File: config.mk
export PLATFORM = sky130hd
export DESIGN_NAME = pwm_decoder_module
export DESIGN_NICKNAME = d
export VERILOG_FILES = /design/src/rtl/pwm_decoder_module.sv
export SDC_FILE = /design/constraint.sdc
export NUM_CORES = 1
export LEC_CHECK = 0
export ABC_AREA = 1
export ABC_CLOCK_PERIOD_IN_PS = 1700
export BUFFER_PORTS_ARGS = -buffer_cell sky130_fd_sc_hd__buf_2
export CAP_MARGIN = 20
export CORE_MARGIN = 2
export CORE_UTILIZATION = 50
export CTS_CLUSTER_DIAMETER = 100
export DETAILED_ROUTE_END_ITERATION = 7
export GPL_TIMING_DRIVEN = 0
export PLACE_DENSITY_LB_ADDON = 0.08
export SETUP_SLACK_MARGIN = 0.4
export SLEW_MARGIN = 30
export SYNTH_ARGS = -nofsm -noshare
export SYNTH_HDL_FRONTEND = slang
export SYNTH_SLANG_ARGS = --single-unit
File: constraint.sdc
create_clock -name CLK -period 1.7 [get_ports CLK]
set_input_delay 0 -clock CLK [delete_from_list [all_inputs] [get_ports CLK]]
set_output_delay 0 -clock CLK [all_outputs]
set_load 0.05 [all_outputs]
File: src/rtl/pwm_decoder_module.sv
// Measures high time and rising-edge-to-rising-edge period of an asynchronous pulse train.
// Results are published as a one-cycle Valid_out strobe; Timeout_out flags a stalled input.
module pwm_decoder_module #(
    parameter int unsigned        CNT_W   = 23,
    parameter logic [CNT_W-1:0]   TIMEOUT = CNT_W'(6_000_000)
) (
    input  logic             CLK,
    input  logic             RST,
    input  logic             PULSE_in,
    output logic [CNT_W-1:0] High_out,
    output logic [CNT_W-1:0] Period_out,
    output logic             Valid_out,
    output logic             Timeout_out,
    output logic [1:0]       state_dbg
);

    typedef enum logic [1:0] {
        IDLE = 2'd0,
        HIGH = 2'd1,
        LOW  = 2'd2
    } state_t;

    state_t           state;
    state_t           state_nxt;

    logic             s1;
    logic             s2;
    logic             s3;
    logic             rise;
    logic             fall;

    logic [CNT_W-1:0] p_cnt;
    logic [CNT_W-1:0] h_cnt;
    logic [CNT_W-1:0] h_cap;
    logic [CNT_W-1:0] p_cap;
    logic             pend;
    logic             p_at_limit;
    logic             load_period;
    logic             set_timeout;

    assign rise       = s2 & ~s3;
    assign fall       = ~s2 & s3;
    assign p_at_limit = (p_cnt == TIMEOUT);
    assign state_dbg  = state;

    always_ff @(posedge CLK) begin
        if (RST) begin
            state <= IDLE;
        end else begin
            state <= state_nxt;
        end
    end

    // A rise always wins over a coincident timeout.
    always_comb begin
        state_nxt   = state;
        load_period = 1'b0;
        set_timeout = 1'b0;
        case (state)
            IDLE: begin
                if (rise) begin
                    state_nxt = HIGH;
                end
            end
            HIGH: begin
                if (rise) begin
                    state_nxt = HIGH;
                end else if (p_at_limit) begin
                    state_nxt   = IDLE;
                    set_timeout = 1'b1;
                end else if (fall) begin
                    state_nxt = LOW;
                end
            end
            LOW: begin
                if (rise) begin
                    state_nxt   = HIGH;
                    load_period = 1'b1;
                end else if (p_at_limit) begin
                    state_nxt   = IDLE;
                    set_timeout = 1'b1;
                end
            end
            default: begin
                state_nxt = IDLE;
            end
        endcase
    end

    always_ff @(posedge CLK) begin
        if (RST) begin
            s1          <= 1'b0;
            s2          <= 1'b0;
            s3          <= 1'b0;
            p_cnt       <= '0;
            h_cnt       <= '0;
            h_cap       <= '0;
            p_cap       <= '0;
            pend        <= 1'b0;
            High_out    <= '0;
            Period_out  <= '0;
            Valid_out   <= 1'b0;
            Timeout_out <= 1'b0;
        end else begin
            s1 <= PULSE_in;
            s2 <= s1;
            s3 <= s2;

            if (rise) begin
                p_cnt <= CNT_W'(1);
                h_cnt <= CNT_W'(1);
            end else begin
                if (state != IDLE) begin
                    p_cnt <= p_cnt + CNT_W'(1);
                end
                if (state == HIGH) begin
                    h_cnt <= h_cnt + CNT_W'(1);
                end
            end

            if ((state == HIGH) && fall) begin
                h_cap <= h_cnt;
            end

            // The period count is restarted on the closing rise, so it is parked
            // in p_cap and published together with h_cap one cycle later.
            if (load_period) begin
                p_cap <= p_cnt;
            end
            pend      <= load_period;
            Valid_out <= pend;
            if (pend) begin
                Period_out <= p_cap;
                High_out   <= h_cap;
            end

            if (rise) begin
                Timeout_out <= 1'b0;
            end else if (set_timeout) begin
                Timeout_out <= 1'b1;
            end
        end
    end

endmodule

After elaboration in Yosys (flattened, before gate mapping)
Cells that the tools add are included.

Output and inout bits: 50. Register bits after elaboration: 146. Bits of input ports: 3.

Add/subtract/negate cells: 2. Reductions and logical operators: 8. Equal/unequal tests: 6. Mux-type cells: 16. Bitwise gates (word level): 4.

Operators by type and width (count): 23-bit by 1-bit adder with 23-bit output, second input constant (2); 23-bit equality test, second input constant (1); 2-bit 2-to-1 mux (6); 1-bit 2-to-1 mux (9); 2-bit one-hot mux with 3 select lines (1); 2-bit nonzero test (3); 4-bit != test, second input constant (1); 2-bit OR reduction (2); 3-bit != test, second input constant (1); 3-bit AND reduction (1); 1-bit bitwise AND (2); 2-bit by 1-bit equality test with 1-bit output, second input constant (1); 2-bit equality test, second input constant (1); 2-bit zero test (1); 2-bit != test, second input constant (1); 1-bit NOT (2); 1-bit logical AND (1).

Logic depth before layout (Yosys ltp)
Gate-level depths: netlist of run 1.

Depth in word-level cells: 6. Gate-level depth with buffers: 11.

Worst setup path after synthesis of run 1
No wires, ideal clock.

Kind: register to register. Start: register state[0] (netlist: state_dbg[0]). End: register p_cnt[22]. Buffers on the path: 1. Arrival time: 1.908 ns. Library setup time: 0.113 ns. Stages on the path, launching flop included: 12. Slack: -0.320 ns. Cell sequence: dfxtp_1 inv_1 ha_1 buf_2 nor2_1 nand2_1 nor2_4 nand4_1 nor2_1 nand2_1 nand2_1 nor2_1.

Word-level cells in the longest chain between the ends: 1.

RTL lines: from (decl) (line 23) `state_t state;`; from (signal assigned) (line 50) `state <= state_nxt;`; 2-bit nonzero test (line 113) `if (state != IDLE) begin`; to (signal assigned) (line 114) `p_cnt <= p_cnt + CNT_W'(1);`; to (decl) (line 32) `logic [CNT_W-1:0] p_cnt;`.

No other way between the ends. A chain may end at the register's enable or synchronous reset.

Worst setup path after layout of run 1
Start: register state[0] (netlist: state_dbg[0]). End: register p_cnt[5].

The elaborated chain is that of the path after synthesis.

==> summary.md, run 1 <==
| Metric | Value |
|---|---|
| GRT Overall Usage | `27.1%` |
| Final hold violations | `0` |
| Ratio of cells with drive above 1 in the final layout | `42.1%` |
| MaxCap Viol Count | `0` |
| Initial antenna violation count | `0` |
| CTS Buf Count | `17` |
| FMAX | `0.596 GHz` |
| Hold WS | `0.0260 ns` |
| Pre-antenna DRT Iters | `5` |
| Reg2Reg Launch Point | `state_dbg[0]` |
| GR peak layer | `met2` |
| Clock transition at the registers of the reported paths | `0.06 ns` |
| Synth Warn # | `0` |
| Number of global-route vias before repair | `5351` |
| Die Height | `112 µm` |
| Final HPWL DP | `10600 µm` |
| GR Overflow Total | `0` |
| Synth cell count leaders | `nor2_1, dfxtp_1, o21ai_0, nand2_1, inv_1` |
| Clk Latency, worst-skew pair | `0.43 ns` |
| Total die area | `0.0126 mm²` |
| Critical Path AT | `1.99 ns` |
| Fin crit share | `98.7%` |
| Power per cell area | `1090 mW/mm²` |
| RSZ-0062 raised after global routing | `yes` |
| Setup crit end kind | `flop` |
| Req. time, crit path | `2.01 ns` |
| Outcome | `complete, no violations` |
| Ys async rst share | `0%` |
| Share of the synthesized area in the top cell type | `50.0%` |
| Initial DRC Count | `751` |
| Vias | `5922` |
| Hold Path Class | `input port to flop` |
| Post-Syn Nets | `787` |
| DR WL/cell | `17.9 µm` |
| Rows | `39` |
| Nets@finish | `926` |
| Hold path start | `RST` |
| Fillcell total | `761` |
| Slew at the pin with the worst max-slew slack | `0.864 ns` |
| N_diodes | `0` |
| Drt via density | `5.54` |
| Number of distinct library cells after synthesis | `31` |
| Core Area | `0.0114 mm²` |
| Most frequent cell after synthesis | `nor2_1` |
| P_leak | `0.00382 µW` |
| CP Launch Point | `state_dbg[0]` |
| Sum Neg Setup Slack | `0 ns` |
| Post-synth EDFFs | `0` |
| Count of final setup violators | `0` |
| Root buffer cell | `clkbuf_16` |
| Clock sinks | `146` |
| Clock tree buffer depth | `2` |
| Starting density of the core | `51.2%` |
| Met1 Use GR | `36.6%` |
| I/O Buffers | `51` |
| Critical Path Fanout Max | `5` |
| Grt met2 use | `42.5%` |
| Seq cells post-synth | `146` |
| Max Transition Viols Final | `0` |
| Clk_skew | `0.00756 ns` |
| Rel. slew slack | `42.4%` |
| DRC | `0` |
| Largest net degree at the start of global routing | `17` |
| Synth-to-layout area growth | `50.9%` |
| Chip width | `112 µm` |
| Number of H-tree levels | `4` |
| Number of nets still failing antenna checks after routing | `0` |
| First-pass GRT wire length | `26800 µm` |
| Area leader, netlist | `dfxtp_1` |
| GR Util met3 | `5.83%` |
| Synthesized area per cell | `7.54 µm²` |
| Crit Path Class | `flop to flop` |
| Top FF cell, synth | `dfxtp_1` |
| Sequential area share after synthesis | `50.0%` |
| Synth area leaders | `dfxtp_1, nor2_1, o21ai_0` |
| Final WL | `19100 µm` |
| Post-synthesis cell count | `775` |
| Top Ports | `53` |
| Fin crit period | `1.68 ns` |
| GP Congestion | `0.878` |
| CTS tree | `done` |
| Worst setup SP type | `flop` |
| Maximum vdd drop | `1.02 mV` |
| Synth Cell Area | `0.00585 mm²` |
[kinds of logic (layout without fill, tap and decap cells)]
family / count (synthesis) / count (layout) / synth area share [%]
AO/OA/AOI/OAI: 175 / 175 / 15.1
XOR/XNOR: 8 / 8 / 1.20
adder cells (fa/ha/maj): 9 / 9 / 1.93
buffers and inverters: 102 / 253 / 6.76
flip-flops: 146 / 146 / 50.0
AND/OR/NAND/NOR: 335 / 335 / 25.0
[through the flow]
step | std cells | setup slack (ns) | total power, µW | area, µm² | utilization (%)
after floorplan | 775 | 0.117 | 4510 | 5980 | -
after global placement | 969 | -0.0689 | 4720 | 6410 | 56.2
after detailed placement | 969 | -0.0820 | 4740 | 6410 | 56.2
after CTS | 1049 | 0.0686 | 8920 | 7990 | 70.0
after global routing | 1069 | -0.0281 | 9910 | 8820 | 77.2
final | 1069 | 0.0214 | 9600 | 8820 | 77.2
[cell type report]
class                           count  area (µm²)  area share (%)
Buffer                             35         353            4.00
Clock buffer                       22         484            5.49
Clock inverter                      9         105            1.19
Inverter                           67         290            3.29
Multi-Input combinational cell    527        3450            39.2
Sequential cell                   146        2960            33.6
Tap cell                          143         179            2.03
Timing Repair Buffer              119         981            11.1
Timing Repair inverter              1        11.3           0.128
[where the power goes]
group / total (µW) / internal [µW] / switching (µW) / leakage [µW]
clock network: 3750 / 2300 / 1450 / 0.000292
registers: 3720 / 3570 / 151 / 0.00119
logic: 2130 / 969 / 1160 / 0.00234
total: 9600 / 6840 / 2760 / 0.00382
[flip-flops by register name, summed over array words and instances, names as in the netlist]
signal,cells
Valid_out,1
h_cnt,23
h_cap,23
Period_out,23
Timeout_out,1
pend,1
s1,1
p_cnt,23
p_cap,23
s2,1
s3,1
High_out,23
state_dbg,2
[cell usage in the layout, fill, tap and decap left out, drive strengths merged]
cell and instances:
a211oi 2, a21oi 59, a31o 1, and3 1, buf 128, bufinv 2, clkbuf 45, clkinv 7
clkinvlp 2, dfxtp 146, dlygate4sd3 3, ha 9, inv 66, nand2 71, nand3 29, nand3b 1
nand4 6, nor2 210, nor3 15, nor3b 1, nor4 1, o21ai 113, xnor2 2, xor2 6
[worst max-delay path, stage by stage, from the launching register on]
cell and delay (ns):
dfxtp_4 0.38, inv_4 0.04, ha_4 0.15, buf_8 0.13, nor2_4 0.11, buf_6 0.11
buf_6 0.08, buf_6 0.08, buf_6 0.09, nand3_1 0.11, xor2_1 0.24, nor2_1 0.06
[path summary, 6_finish.rpt]
path	cells past startpoint	to	slack, ns
setup / recovery	11	p_cnt[5]	0.02
hold / removal	4	h_cnt[20]	0.03
hold reg to reg	2	s2	0.41
setup reg to reg	11	p_cnt[5]	0.02
[routing by layer]
layer / part of all wire [%] / wire, µm / vias to the layer above
li1: - / - / 2792
met1: 43 / 8140 / 2789
met2: 47 / 9040 / 282
met3: 7.2 / 1390 / 59
met4: 2.9 / 559 / 0
met5: 0 / 0 / -
[repair_timing]
| action | in CTS | in global routing |
|---|---|---|
| setup buffers | 39 | 19 |
| hold endpoints to repair | 6 | 0 |
| gates resized for setup | 178 | 202 |
| pin swaps | 59 | 71 |
| setup endpoints to repair | 121 | 126 |
| hold buffers | 3 | 0 |
| cloned | 7 | 1 |
No activity file was read; power rests on OpenSTA's default activity.
==> inputs of run 2 (changes only) <==
--- a/config.mk
+++ b/config.mk
@@ -8,7 +8,7 @@
 export ABC_AREA = 1
 export ABC_CLOCK_PERIOD_IN_PS = 1700
 export BUFFER_PORTS_ARGS = -buffer_cell sky130_fd_sc_hd__buf_2
-export CAP_MARGIN = 20
+export CORE_ASPECT_RATIO = 0.75
 export CORE_MARGIN = 2
 export CORE_UTILIZATION = 50
 export CTS_CLUSTER_DIAMETER = 100
==> summary.md, run 2 (synthesized netlist as in run 1, its figures left out) <==
| Metric | Value |
|---|---|
| Comb power frac | `21.5% (-0.7 points)` |
| Count of final setup violators | `0 (unchanged)` |
| CTS Buf Count | `17 (unchanged)` |
| Synth-to-layout area growth | `49.7%` |
| GR Overflow Total | `0 (unchanged)` |
| Nets@finish | `926 (unchanged)` |
| Post-layout util | `76.2% (-1.1 points)` |
| MaxCap Viol Count | `0 (unchanged)` |
| Crit Path Class | `flop to flop` |
| Min-Delay Path Depth | `5 (+1)` |
| Reg2Reg Launch Point | `state_dbg[1]` |
| Flop pwr share | `38.6% (-0.2 points)` |
| GP Congestion | `0.908 (+3.4%)` |
| CTS tree | `done` |
| CP Launch Point | `state_dbg[1]` |
| Starting density of the core | `50.9% (-0.30 points)` |
| Root buffer cell | `clkbuf_16` |
| Critical Path Fanout Max | `5 (unchanged)` |
| Fin crit share | `98.5% (-0.28 points)` |
| FMAX | `0.597 GHz (+0.29%)` |
| Slew at the pin with the worst max-slew slack | `0.763 ns (-0.101 ns)` |
| First-pass GRT wire length | `26900 µm (+0.34%)` |
| RR Endpoint | `h_cnt[15]` |
| Sum Neg Setup Slack | `0 ns (unchanged)` |
| Setup crit end kind | `flop` |
| Flop2flop setup slack | `0.03 ns (about the same)` |
| Initial antenna violation count | `0 (unchanged)` |
| RSZ-0062 raised after global routing | `yes` |
| Final HPWL DP | `10800 µm (+2.7%)` |
| Clock sinks | `146 (unchanged)` |
| Leading cell type in the layout, fill and taps excluded | `nor2_1` |
| Maximum vdd drop | `0.961 mV (-5.6%)` |
| Vias | `5830 (-1.6%)` |
| Max Transition Viols Final | `0 (unchanged)` |
| Number of global-route vias before repair | `5213 (-2.6%)` |
| Top Ports | `53 (unchanged)` |
| Hold Path Class | `input port to flop` |
| Hold path start | `RST` |
| Req. time, crit path | `2.03 ns (+0.02 ns)` |
| GRT Overall Usage | `27.7% (+0.54 points)` |
| Ratio of cells with drive above 1 in the final layout | `41.1% (-1.0 points)` |
| Pre-CTS WS | `-0.0275 ns (+0.0545 ns)` |
| DRC | `0 (unchanged)` |
| Die Height | `97.6 µm (-13%)` |
| DR WL/cell | `17.2 µm (-4.0%)` |
| Clock tree buffer depth | `2 (unchanged)` |
| Number of nets still failing antenna checks after routing | `0 (unchanged)` |
| Critical Path AT | `2.00 ns (about the same)` |
| N_diodes | `0 (unchanged)` |
| Outcome | `complete, no violations` |
| Chip width | `129 µm (+15%)` |
| Pre-antenna DRT Iters | `5 (unchanged)` |
| Clk_skew | `0.0109 ns (+0.00337 ns)` |
| Fin crit period | `1.67 ns (-0.00483 ns)` |
| Rows | `34 (-13%)` |
| Core Area | `0.0115 mm² (+0.59%)` |
| Final setup margin | `0.0262 ns (+0.00483 ns)` |
| Rel. slew slack | `49.1% (+6.7 points)` |
| Final WL | `18400 µm (-3.8%)` |
| Drt via density | `5.44 (-1.7%)` |
| Commonest cells after routing, fill and taps aside | `nor2_1, dfxtp_1, buf_2, o21ai_0, nand2_1` |
| Hold Path Sink | `h_cnt[20]` |
| Final hold violations | `0 (unchanged)` |
| P_leak | `0.00384 µW (+0.52%)` |
| Clk network pwr share | `39.9% (+0.9 points)` |
| Power per cell area | `1100 mW/mm² (+1.0%)` |
| Net Sw Frac | `29.7% (+0.94 points)` |
| Clk Latency, worst-skew pair | `0.43 ns (about the same)` |
| Number of H-tree levels | `4 (unchanged)` |
| P_sw | `2860 µW (+3.5%)` |
| Clock transition at the registers of the reported paths | `0.07 ns (about the same)` |
| Worst setup SP type | `flop` |
| Largest net degree at the start of global routing | `17 (unchanged)` |
| I/O Buffers | `51 (unchanged)` |
| Initial DRC Count | `547 (-27%)` |
| Total die area | `0.0126 mm² (about the same)` |
| R2R cell count | `11 (unchanged)` |
| Power Internal | `6760 µW (-1.1%)` |
## run 2: changes by cell type in the layout (fill, tap and decap cells not counted), moves of 4 or more
cell	before	now
a21oi_1	25	30
nand2_2	12	8
nand3_2	11	7
nor2_4	29	22
nor2_1	156	165
dfxtp_4	7	3
o21ai_2	32	43
o21ai_1	19	12
buf_4	30	35
buf_6	33	26
inv_6	0	7
## run 2: worst max-delay path, stage by stage, from the launching register on
cell and delay, ns:
dfxtp_4 0.35, inv_4 0.07, ha_4 0.12, buf_6 0.12
buf_6 0.11, nand2_4 0.06, nor2_4 0.17, nand2_4 0.09
nor3_4 0.25, nand3_1 0.11, nand2_1 0.08, nor2_1 0.05
## run 2: routing by layer
layer	vias up	track usage, %	routed length [µm]
met5	-	0	0
met4	0	9.03	340
met3	31	6.39	1320
met2	250	38.3	7930
met1	2738	42.1	8800
li1	2811	-	-
## run 2: worst max-delay path by stage
| stage | end | depth (start not counted) |
|---|---|---|
| 2_1_floorplan | p_cnt[22] | 11 |
| 3_3_place_gp | p_cnt[17] | 6 |
| 3_5_place_dp | p_cnt[14] | 6 |
| 4_1_cts | h_cnt[22] | 11 |
| 5_1_grt | h_cnt[15] | 11 |
| 6_report | h_cnt[15] | 11 |
## run 2: timing repair
| action | 4_1_cts | 5_1_grt |
|---|---|---|
| hold buffers | 3 | 0 |
| pin swaps | 57 | 64 |
| endpoints found under the setup margin | 121 | 125 |
| cloned | 7 | 1 |
| gates resized for setup | 176 | 174 |
| setup buffers | 40 | 18 |
| hold endpoints to repair | 6 | 0 |
## run 2: area by class of cell
cell class              instances  area (µm²)
clock buffers                  18         439
repair buffers                119         978
inverters                      67         295
fillers                       739        2740
multi-input cells             527        3380
plain buffers                  35         352
well taps                     144         180
flip-flops and latches        146        2950
clock inverters                14         165
repair inverters                1        6.26
## run 2: per-stage QoR
stage                     area, µm²  hold slack [ns]  power (µW)  instances
after global routing           8750            0.119        9950       1071
final                          8750            0.103        9620       1071
after floorplan                5980            0.107        4510        775
after global placement         6420            0.205        4720        970
after CTS                      8030          0.00351        9230       1052
after detailed placement       6420            0.217        4760        970
## run 2: power groups by stage
stage | sequential, µW | clock [µW] | combinational (µW)
2_1_floorplan | 3890 | 0 | 616
3_3_place_gp | 3730 | 0 | 990
3_5_place_dp | 3740 | 0 | 1020
4_1_cts | 3680 | 3880 | 1670
5_1_grt | 3720 | 4050 | 2170
6_report | 3710 | 3840 | 2070
==> inputs of run 3 (changes only) <==
--- a/config.mk
+++ b/config.mk
@@ -5,7 +5,6 @@
 export SDC_FILE = /design/constraint.sdc
 export NUM_CORES = 1
 export LEC_CHECK = 0
-export ABC_AREA = 1
 export ABC_CLOCK_PERIOD_IN_PS = 1700
 export BUFFER_PORTS_ARGS = -buffer_cell sky130_fd_sc_hd__buf_2
 export CORE_ASPECT_RATIO = 0.75
==> summary.md, run 3 <==
| Metric | Value |
|---|---|
| Outcome | `complete, but fails checks` |
| Failing checks | `negative setup slack` |
| Sequential area share after synthesis | `50.7% (+0.74 points)` |
| Final setup margin | `-0.439 ns (-0.466 ns)` |
| Clock tree buffer depth | `2 (unchanged)` |
| Post-route cell area | `0.00823 mm² (-6.0%)` |
| Met2 routed WL | `7180 µm (-9.4%)` |
| Number of distinct library cells after synthesis | `44 (+42%)` |
| Initial DRC Count | `313 (-43%)` |
| Synth-to-layout area growth | `42.8%` |
| Ratio of cells with drive above 1 in the final layout | `36.2% (-4.9 points)` |
| Critical Path AT | `2.50 ns (+0.50 ns)` |
| Root buffer cell | `clkbuf_16` |
| Count of final setup violators | `34 (+34)` |
| Crit Path Class | `flop to flop` |
| Top Family by Delay on Critical Path | `simple AND/OR/NAND/NOR gates` |
| Post-synth EDFFs | `0 (unchanged)` |
| Sum Neg Setup Slack | `-7.35 ns (-7.35 ns)` |
| Leading cell type in the layout, fill and taps excluded | `dfxtp_1` |
| Hold Path Class | `input port to flop` |
| N_diodes | `0 (unchanged)` |
| P_leak | `0.00341 µW (-11%)` |
| Commonest cells after routing, fill and taps aside | `dfxtp_1, nand2_1, nor2_1, buf_2, mux2i_1` |
| Worst setup SP type | `flop` |
| Critical Path Fanout Max | `8 (+3)` |
| Met3 routed WL | `846 µm (-36%)` |
| Synth cell count leaders | `dfxtp_1, nand2_1, nor2_1, a21oi_1, mux2i_1` |
| Fin crit share | `126% (+27 points)` |
| Share of the synthesized area in the top cell type | `50.7% (+0.74 points)` |
| Number of H-tree levels | `4 (unchanged)` |
| DRC | `0 (unchanged)` |
| Dpl cell area | `0.00633 mm² (-1.3%)` |
| Number of nets still failing antenna checks after routing | `0 (unchanged)` |
| Top FF cell, synth | `dfxtp_1` |
| Starting density of the core | `52.1% (+1.2 points)` |
| GP Congestion | `0.853 (-6.1%)` |
| Crit-path slowest cell | `or4_4` |
| Min-Delay Path Depth | `4 (-1)` |
| Xor/xnor share of the synthesized area | `3.34% (+2.1 points)` |
| Post-synthesis compound-gate area fraction | `9.23% (-5.9 points)` |
| Final WL | `15600 µm (-15%)` |
| GR Overflow Total | `0 (unchanged)` |
| Synth Cell Area | `0.00576 mm² (-1.5%)` |
| MaxCap Viol Count | `0 (unchanged)` |
| DR WL/cell | `16.9 µm (-1.7%)` |
| Top sig layer | `met4` |
| Top Ports | `53 (unchanged)` |
| Synthesized area per cell | `8.78 µm² (+16%)` |
| First-pass GRT wire length | `24600 µm (-8.5%)` |
| Buffers and inverters on the worst path | `3 (unchanged)` |
| Fillcell total | `771 (+4.3%)` |
| Rel. slew slack | `53.1% (+3.9 points)` |
| Most frequent cell after synthesis | `dfxtp_1` |
| RSZ-0062 raised after global routing | `yes` |
| Largest net degree at the start of global routing | `17 (unchanged)` |
| Pre-antenna DRT Iters | `7 (+2)` |
| M1 WL | `7140 µm (-19%)` |
| Setup crit end kind | `flop` |
| Clock sinks | `146 (unchanged)` |
| Seq cells post-synth | `146 (unchanged)` |
| CTS Buf Count | `17 (unchanged)` |
| Pre-CTS WS | `-0.559 ns (-0.532 ns)` |
| I/O Buffers | `52 (+2.0%)` |
| Req. time, crit path | `2.06 ns (+0.03 ns)` |
| Vias | `5108 (-12%)` |
| Clk_skew | `0.00653 ns (-0.00441 ns)` |
| CTS tree | `done` |
| Nets@finish | `784 (-15%)` |
| FMAX | `0.467 GHz (-22%)` |
| Total die area | `0.0124 mm² (-1.4%)` |
| Final HPWL DP | `8740 µm (-19%)` |
| R2R cell count | `8 (-3)` |
| CP Cell Sequence | `inv_4, ha_4, buf_8, nand3b_1, or4_4, buf_6, or4_1, a21oi_1` |
| Largest stage delay, worst path | `0.48 ns (+0.13 ns)` |
| Maximum vdd drop | `0.592 mV (-38%)` |
| Critical path depth | `8 (-3)` |
| Synth area leaders | `dfxtp_1, mux2i_1, nand2_1` |
| Post-synthesis cell count | `656 (-15%)` |
| Fin crit period | `2.14 ns (+0.466 ns)` |
| Final hold violations | `0 (unchanged)` |
| Initial antenna violation count | `0 (unchanged)` |
| Drt via density | `5.53 (+1.6%)` |
| Rows | `33 (-2.9%)` |
| Multiplexer share of the synthesized area | `8.34% (+8.3 points)` |
| Largest family of logic cells by synthesized area | `simple AND/OR/NAND/NOR gates` |
| Synth Warn # | `0 (unchanged)` |
| Die Height | `97.0 µm (-0.70%)` |
| Post-layout util | `74.3% (-1.8 points)` |
| Post-Synth Simple-Gate Area | `22.3% (-2.7 points)` |
| GRT Overall Usage | `25.0% (-2.7 points)` |
| Adder and majority gate portion of the synthesized area | `1.95% (+0.028 points)` |
| Slew at the pin with the worst max-slew slack | `0.704 ns (-0.0588 ns)` |
| Chip width | `128 µm (-0.71%)` |
| Area leader, netlist | `dfxtp_1` |
| Core Area | `0.0111 mm² (-3.7%)` |
| Clock transition at the registers of the reported paths | `0.06 ns (about the same)` |
| Power per cell area | `915 mW/mm² (-17%)` |
| Ys async rst share | `0% (unchanged)` |
| Max Transition Viols Final | `0 (unchanged)` |
| Clk Latency, worst-skew pair | `0.42 ns (about the same)` |
| Post-Syn Nets | `668 (-15%)` |
| Number of global-route vias before repair | `4809 (-7.7%)` |
==> run 3: cell count changes after synthesis, sizes merged, moves of 14 or more <==
cell	previous run	this run
nand2	71	113
mux2i	0	48
o21ai	113	16
nand3	29	10
xnor2	2	16
or3	0	16
inv	66	17
nor2	210	85
==> run 3: path summary, 6_finish.rpt <==
kind / from / to / slack (ns)
setup / recovery: state_dbg[0] / p_cnt[20] / -0.44
hold / removal: RST / state_dbg[1] / 0.02
setup reg to reg: state_dbg[0] / p_cnt[20] / -0.44
hold reg to reg: s1 / s2 / 0.43
==> run 3: power breakdown <==
part / total (µW) / leakage [µW] / switching, µW / internal, µW
Clock: 3800 / 0.000290 / 1450 / 2340
Sequential: 3450 / 0.00118 / 19.0 / 3430
Combinational: 275 / 0.00193 / 159 / 116
Total: 7520 / 0.00341 / 1630 / 5890
==> run 3: final cells by class <==
type | instances | area, µm² | share of cell area (%)
tap | 140 | 175 | 2.13
buffer | 37 | 433 | 5.26
sequential | 146 | 2950 | 35.8
timing repair buffer | 97 | 732 | 8.90
multi-input combinational | 456 | 3270 | 39.8
inverter | 17 | 68.8 | 0.837
clock inverter | 12 | 155 | 1.89
clock buffer | 19 | 443 | 5.38
==> run 3: metrics by stage <==
| step | cells | power [µW] | hold WS, ns |
|---|---|---|---|
| global placement | 848 | 3680 | 0.231 |
| detailed placement | 848 | 3690 | 0.236 |
| CTS | 913 | 7510 | 0.0109 |
| floorplan | 656 | 3630 | 0.128 |
| global route | 924 | 7730 | 0.0300 |
| finish | 924 | 7520 | 0.0249 |
==> run 3: per-layer routing <==
metal / GRT usage (%) / vias to the layer above
met4: 8.88 / 0
met1: 35.2 / 2446
met3: 5.64 / 36
met2: 37.7 / 169
met5: 0 / -
li1: - / 2457
==> run 3: logic make-up (layout without fill, tap and decap cells) <==
logic type / after synthesis / after routing
mux: 48 / 48
buf+inv: 54 / 182
compound gates: 97 / 97
fa+ha+maj: 9 / 9
simple gates: 280 / 280
xor+xnor: 22 / 22
flops: 146 / 146
==> run 3: timing repair <==
item / in CTS / in global routing
endpoints found under the hold margin: 1 / 0
setup buffers: 28 / 11
resized for setup: 146 / 79
cloned: 5 / 0
hold buffers: 1 / 0
pin swaps: 39 / 30
endpoints found under the setup margin: 134 / 124
==> run 3: worst min-delay path, cell delays in order <==
cell      delay, ns
buf_2          0.16
nor2_4         0.08
nand3_1        0.08
a311oi_1       0.08
